==> src/rtl/md5_round_ctrl.sv <==
// md5_round_ctrl: per-block sequencer for the MD5 round register file.
// For each block it collects 16 message words, loads the chaining state,
// then steps 64 rounds and pulses the final add. After that it holds
// digest_vld until the consumer acknowledges.
// Optional feature macro: MD5_CTRL_ABORT_EN. It adds an abort input that
// returns the controller to IDLE and discards the block.
// Handshake: a word is transferred on every cycle where in_vld && in_ready.
// data_vld marks exactly those cycles. in_ready depends only on state,
// never on in_vld.
module md5_round_ctrl #(
  parameter int WORDS  = 16,
  parameter int ROUNDS = 64,
  parameter int IDX_W  = 6
) (
  input  logic             clk,
  input  logic             rst_n,
  input  logic             start,
  input  logic             first_blk,
  input  logic             in_vld,
`ifdef MD5_CTRL_ABORT_EN
  input  logic             abort,
`endif
  input  logic             digest_ack,
  output logic             in_ready,
  output logic             data_vld,
  output logic             state_vld,
  output logic             sel_iv,
  output logic             round_vld,
  output logic [IDX_W-1:0] round_idx,
  output logic [1:0]       func_sel,
  output logic [3:0]       msg_idx,
  output logic             add_en,
  output logic             digest_vld,
  output logic             busy,
  output logic [2:0]       dbg_state
);

  typedef enum logic [2:0] {
    IDLE  = 3'd0,
    LOAD  = 3'd1,
    INIT  = 3'd2,
    ROUND = 3'd3,
    FINAL = 3'd4,
    DONE  = 3'd5
  } state_t;

  localparam int CNT_W = $clog2(WORDS);

  state_t             state_q, state_d;
  logic [CNT_W-1:0]   word_cnt_q, word_cnt_d;
  logic [IDX_W-1:0]   round_q, round_d;
  logic               first_q, first_d;
  logic               take_word;

  assign take_word = in_vld && (state_q == LOAD);

  // State, counters and the first-block latch.
  always_ff @(posedge clk or negedge rst_n) begin
    if (!rst_n) begin
      state_q    <= IDLE;
      word_cnt_q <= '0;
      round_q    <= '0;
      first_q    <= 1'b0;
    end else begin
      state_q    <= state_d;
      word_cnt_q <= word_cnt_d;
      round_q    <= round_d;
      first_q    <= first_d;
    end
  end

  // Next-state logic; the counters wrap back to 0 on their last step.
  always_comb begin
    state_d    = state_q;
    word_cnt_d = word_cnt_q;
    round_d    = round_q;
    first_d    = first_q;
    case (state_q)
      IDLE: begin
        if (start) begin
          state_d    = LOAD;
          first_d    = first_blk;
          word_cnt_d = '0;
        end
      end
      LOAD: begin
        if (take_word) begin
          word_cnt_d = word_cnt_q + 1'b1;
          if (word_cnt_q == CNT_W'(WORDS - 1)) state_d = INIT;
        end
      end
      INIT: begin
        state_d = ROUND;
        round_d = '0;
      end
      ROUND: begin
        round_d = round_q + 1'b1;
        if (round_q == IDX_W'(ROUNDS - 1)) state_d = FINAL;
      end
      FINAL: state_d = DONE;
      DONE: begin
        if (digest_ack) state_d = IDLE;
      end
      default: state_d = IDLE;
    endcase
`ifdef MD5_CTRL_ABORT_EN
    if (abort) begin
      state_d    = IDLE;
      word_cnt_d = '0;
      round_d    = '0;
    end
`endif
  end

  // Message-word index g for the current step. All arithmetic is 4-bit,
  // so each result is taken mod 16.
  always_comb begin
    logic [3:0] i;
    i       = round_q[3:0];
    msg_idx = i;
    case (round_q[IDX_W-1:IDX_W-2])
      2'd0: msg_idx = i;
      2'd1: msg_idx = i * 4'd5 + 4'd1;
      2'd2: msg_idx = i * 4'd3 + 4'd5;
      2'd3: msg_idx = i * 4'd7;
      default: msg_idx = i;
    endcase
  end

  // Every output except data_vld is decoded from registered state only.
  assign in_ready   = (state_q == LOAD);
  assign data_vld   = take_word;
  assign state_vld  = (state_q == INIT);
  assign sel_iv     = (state_q == INIT) && first_q;
  assign round_vld  = (state_q == ROUND);
  assign round_idx  = round_q;
  assign func_sel   = round_q[IDX_W-1:IDX_W-2];
  assign add_en     = (state_q == FINAL);
  assign digest_vld = (state_q == DONE);
  assign busy       = (state_q != IDLE);
  assign dbg_state  = state_q;

endmodule

==> config.mk <==
export PLATFORM = sky130hd
export DESIGN_NAME = md5_round_ctrl
export DESIGN_NICKNAME = d
export VERILOG_FILES = /design/src/rtl/md5_round_ctrl.sv
export SDC_FILE = /design/constraint.sdc
export NUM_CORES = 1
export LEC_CHECK = 0
export BUFFER_PORTS_ARGS = -buffer_cell sky130_fd_sc_hd__buf_2
export CAP_MARGIN = 15
export CORE_ASPECT_RATIO = 1.5
export CORE_MARGIN = 8
export CORE_UTILIZATION = 33
export CTS_CLUSTER_DIAMETER = 50
export DETAILED_ROUTE_END_ITERATION = 7
export MAX_ROUTING_LAYER = met4
export PLACE_DENSITY = 0.56
export SLEW_MARGIN = 20
export SYNTH_ARGS = -nofsm -noshare
export SYNTH_HDL_FRONTEND = slang
export SYNTH_SLANG_ARGS = --single-unit
export TNS_END_PERCENT = 10
==> constraint.sdc <==
create_clock -name clk -period 4 [get_ports clk]
set_input_delay 0.6 -clock clk [delete_from_list [all_inputs] [get_ports clk]]
set_output_delay 0.6 -clock clk [all_outputs]
set_load 0.005 [all_outputs]
; Word-level counts from Yosys, hierarchy flattened
; Index checks and enable logic that the tools add are counted.
[classes]
muxes = 11
eq_ne = 15
magnitude_cmp = 0
div_mod_pow = 0
n_reduce_logical = 10
bitwise_logic = 0
mul = 3
shifts = 0
n_addsub = 4
[ops]
columns = cell, count
row1 = case mux 3 bit (6 select lines), 1
row2 = case mux 4 bit (4 select lines), 1
row3 = 2-to-1 mux 3 bit, 5
row4 = case mux 6 bit (2 select lines), 1
row5 = "adder 4 x 1 -> 4 bit, second input constant", 2
row6 = "multiplier 4 x 3 -> 4 bit, second input constant", 2
row7 = 2-to-1 mux 4 bit, 2
row8 = case mux 4 bit (2 select lines), 1
row9 = "adder 6 x 1 -> 6 bit, second input constant", 1
row10 = "== test 3 x 2 -> 1 bit, second input constant", 2
row11 = "== test 3 bit, second input constant", 2
row12 = "== test 6 bit, second input constant", 1
row13 = "!= test 2 x 1 -> 1 bit, second input constant", 3
row14 = AND reduction 5 bit, 1
row15 = "adder 4 x 3 -> 4 bit, second input constant", 1
row16 = "== test 2 bit, second input constant", 2
row17 = "== test 4 bit, second input constant", 1
row18 = "multiplier 4 x 2 -> 4 bit, second input constant", 1
row19 = "!= test 2 bit, second input constant", 2
row20 = nonzero test 2 bit, 2
row21 = "== test 3 x 1 -> 1 bit, second input constant", 1
row22 = zero test 3 bit, 1
row23 = AND reduction 3 bit, 1
row24 = nonzero test 3 bit, 1
row25 = other kinds (4), 5
[totals]
elab_cells = 47
latch_bits = 0
mem_bits_ro = 0
mem_count = 0
inputBits = 6
ff_bits = 14
ramBits = 0

; Depth between registers and ports, before layout
[logic_depth]
word_depth = 4
ltp_mapped = 9
mapped_depth_nobuf = 8

; Worst setup path before layout
; Ideal clock, no wire load.
[synth_path]
path_type = register to output
startpoint = reg round_q[0], in the netlist round_idx[0]
endpoint = out msg_idx[2]
required_time_ns = 3.400
path_slack_ns = 1.323
arrival_ns = 2.077
stages_incl_launch_ff = 7
cell_sequence = dfrtp_1 clkbuf_1 inv_1 fa_1 inv_1 ha_1 mux4_2
[synth_via]
elab_chain_len = 3
word_cells_on_any_way = 6
classes_between = 2 x add/sub / 3 x mul / 1 x mux
[synth_lines]
columns = element, line
row1 = start: declaration, 51  ; logic [IDX_W-1:0] round_q, round_d;
row2 = start signal: assignment, 67  ; round_q <= round_d;
row3 = multiplier 4 x 2 -> 4 bit / multiplier 4 x 3 -> 4 bit (equally long branches), "124, 123"
row4 = adder 4 x 3 -> 4 bit / adder 4 x 1 -> 4 bit (equally long branches), "124, 123"
row5 = case mux 4 bit (4 select lines) *, 121  ; case (round_q[IDX_W-1:IDX_W-2])
row6 = end: declaration, 31  ; output logic [3:0] msg_idx,
; Every way passes the cells marked *; elsewhere a longest branch is shown, timed or not.

; Final worst setup path
[layout_path]
startpoint = reg round_q[1], in the netlist round_idx[1]
endpoint = out msg_idx[3]
; Same word-level chain as after synthesis.

==> summary.txt <==
Min path
  • Worst min path class: input pin to asynchronous set/reset pin

Logic synthesis
  • Yosys warns: 0
  • Syn avg cell area: 9.32 um2
  • Commonest cells post-synth: 14 x dfrtp_1, 11 x ha_1, 11 x o21ai_0
  • Most frequent cell after synthesis: dfrtp_1
  • Post-synth EDFFs: 0
  • Synth unique cells: 39
  • Synth top area share: a little under a third
  • Mapped Area: approximately 1100 um2
  • Cell accounting for the most synthesized area: dfrtp_1
  • Most common flop cell mapped by yosys: dfrtp_1
  • Synth async-reset ratio: between 90% and 100%
  • Synth Instances: 123
  • Synthesized Nets: about 140
  • Synthesis-stage register bit count: 14
  • Sequential element share of the synthesized area: 30.6%
  • Top cells by area, synth: dfrtp_1 31%, ha_1 12%, xnor2_1 5.3%, o21ai_0 4.8%, a21oi_1 3.5%

Clock tree
  • Worst skew pair latency: around 0.24 ns
  • Post-CTS setup buffers: 0
  • # resized after CTS: 0
  • Cts bufs inserted: 3
  • Post-CTS Hold Buffers: 0
  • CTS root buf: clkbuf_8
  • Clock slew at reported path FFs: 0.06 ns
  • H-tree depth: 1
  • TritonCTS Sinks: 14
  • CTS tree: built
  • Clk buf depth: 2

Layout
  • Fin nets: around 170
  • Final Util: 39.5%
  • Layout cells sized above 1: 29.3%
  • Area Overhead vs Synth: 16.6%
  • # diodes: 0

Pwr
  • Sequential share of power: 28.2%
  • Pwr dens: between 700 and 800 nW/um2
  • Clock Power Share: between 10% and 20%
  • Worst VDD drop: around 0.00033 V
  • Leak: approximately 0.67 nW
  • Internal: roughly 0.56 mW
  • Net Sw Frac: 43.1%
  • Switching power: ~0.42 mW
  • Comb pwr share: 58.0%

Timing
  • Slew HR: 71.1%
  • Worst-margin pin slew: 0.433 ns
  • Clk_skew: 0.00410 ns
  • Post-route clock period utilization: approximately 77%
  • Setup TNS: 0 ns
  • Fin. max-slew vios: 0
  • Hold slack: around 0.24 ns
  • Final min period: 3.10 ns
  • Final setup viols: 0
  • RSZ-0062 raised after global routing: false
  • Setup slack after layout: around 0.9 ns
  • FMAX: 0.323 GHz
  • Final Hold Viols: 0

GRT
  • First-pass GRT wire length: 4810 um
  • Total track usage: 10.8%
  • Gr ovfl total: 0
  • Initial antenna violation count: 0
  • Largest net degree at the start of global routing: 15
  • Vias in the first global route: between 1000 and 1500

Drt
  • Detailed Routing Iterations Pass 1: 4
  • DRC viols: 0
  • Vias per cell: 5.16
  • Initial drt markers: about 50
  • Vias after detailed routing: 975
  • DR WL/cell: 14.5 um
  • DRT antenna net count: 0
  • WL final: 2730 um

Worst setup path
  • RR Endpoint: dbg_state[0]$_DFFE_PN0P_
  • Crit path depth: 9
  • CP delay by family, top: simple AND/OR/NAND/NOR gates
  • Worst Path Required: around 3.4 ns
  • WP data arrival: 2.50 ns
  • Critical path cell sequence: inv_1 > ha_1 > xnor2_1 > ha_1 > inv_1 > a21oi_1 > or4b_2 > o211ai_1 > buf_2
  • Critical path class: register to primary output
  • Max FO, Critical Path: 8
  • WP buf/inv: 3
  • Crit-path max cell delay: 0.60 ns
  • Crit. Startpoint: round_idx[1]$_DFFE_PN0P_
  • Critical Path End: msg_idx[3]
  • CP Capture Type: primary output
  • Slowest cell on the critical path: or4b_2
  • Register-to-Register Setup Slack: between 2 and 2.5 ns
  • Startpoint types: register
  • Reg2reg start: round_idx[0]$_DFFE_PN0P_
  • Worst-case reg-to-reg path depth: 4

Floorplanning
  • Starting Density: 33.9%
  • Die area: 5650 um2
  • Row count: 26
  • Core area: 3380 um2
  • Ports: 29
  • Die span in y: around 88 um
  • DIE WIDTH: 64.1 um

Placement
  • Dpl hpwl: 2180 um
  • I/O Buffers: 28
  • Post-place setup slack: 1.16 ns
  • GPL Wtd Cong: 0.730

Run status
  • Status: complete, no violations

Flow run
  • Max-Cap Viols: 0
[cells in the final DEF (no fill, tap or decap)]
cell / synthesis / routed
nor4_1: 1 / 1
a21oi_1: 8 / 8
nand3b_1: 1 / 1
nor3_1: 1 / 1
nand2b_1: 2 / 2
nand2_1: 7 / 7
or2_4: 1 / 1
mux4_2: 1 / 1
o31ai_1: 2 / 2
o22ai_1: 1 / 1
mux2_4: 1 / 1
inv_4: 1 / 1
or3b_2: 1 / 1
nand2b_2: 1 / 1
o21ai_0: 11 / 11
ha_1: 11 / 11
a32o_1: 1 / 1
xnor2_1: 7 / 7
xor2_1: 2 / 2
mux2_2: 3 / 3
inv_1: 10 / 10
clkbuf_8: 0 / 4
a211o_2: 1 / 1
or4b_2: 1 / 1
buf_2: 1 / 28
mux2i_1: 2 / 2
a22o_1: 1 / 1
and3_1: 2 / 2
fa_1: 1 / 1
dfrtp_1: 14 / 14
o211ai_1: 1 / 1
and2_1: 2 / 2
nor2_1: 6 / 6
or3_1: 1 / 1
nand3_1: 6 / 6
xor3_1: 1 / 1
nand4_1: 2 / 2
[worst register-to-register path, stage by stage (launching register included)]
cell	delay [ns]
dfrtp_1	0.60
ha_1	0.37
nand4_1	0.17
a211o_2	0.40
mux2_4	0.30
[cell type report]
type	count	area [um2]
Fill cell	346	2050
Multi-Input combinational cell	90	694
Sequential cell	14	350
Timing Repair Buffer	28	140
Clock buffer	4	55.1
Tap cell	42	52.6
Inverter	11	43.8
[cells by family (layout without fill, tap and decap cells)]
kind of cell,Yosys count,in the layout,synth area share (%)
simple gates,35,35,16.6
compound gates,26,26,13.3
buf+inv,19,43,8.84
flops,14,14,30.6
fa+ha+maj,12,12,13.8
xor+xnor,10,10,8.95
mux,7,7,7.97
[per-stage QoR]
stage | area (um2) | std cells | total power, mW
after detailed placement | 1280 | 185 | 0.860
final | 1340 | 189 | 0.983
after global routing | 1340 | 189 | 1.10
after floorplan | 1150 | 123 | 0.703
after CTS | 1340 | 189 | 1.00
after global placement | 1280 | 185 | 0.842
[metal layers]
metal / global-route usage [%] / share of wire [%] / vias up
met5: - / 0 / -
met4: 5.38 / 1.4 / 0
met3: 2.82 / 7.0 / 4
met2: 18.1 / 51 / 31
met1: 11.4 / 41 / 466
li1: - / - / 474
[power groups by stage]
stage	clock network [mW]	registers, mW	logic, mW
after floorplan	0	0.238	0.465
after global placement	0	0.276	0.566
after detailed placement	0	0.280	0.580
after CTS	0.138	0.278	0.585
after global routing	0.146	0.295	0.657
final	0.135	0.278	0.571
[flip-flops by register name, summed over array words and instances, names as in the netlist]
name        count
word_cnt_q      4
first_q         1
dbg_state       3
round_idx       6
[worst min path at each step]
stage / end / slack, ns / cells after the start
floorplan: dbg_state[0]$_DFFE_PN0P_ / 0.30 / 0
global placement: first_q$_DFFE_PN0P_ / 0.49 / 1
detailed placement: first_q$_DFFE_PN0P_ / 0.50 / 1
CTS: dbg_state[0]$_DFFE_PN0P_ / 0.25 / 1
global route: word_cnt_q[2]$_DFFE_PN0P_ / 0.26 / 1
finish: round_idx[4]$_DFFE_PN0P_ / 0.24 / 1
Note: power is estimated with default switching activity, not from simulation.
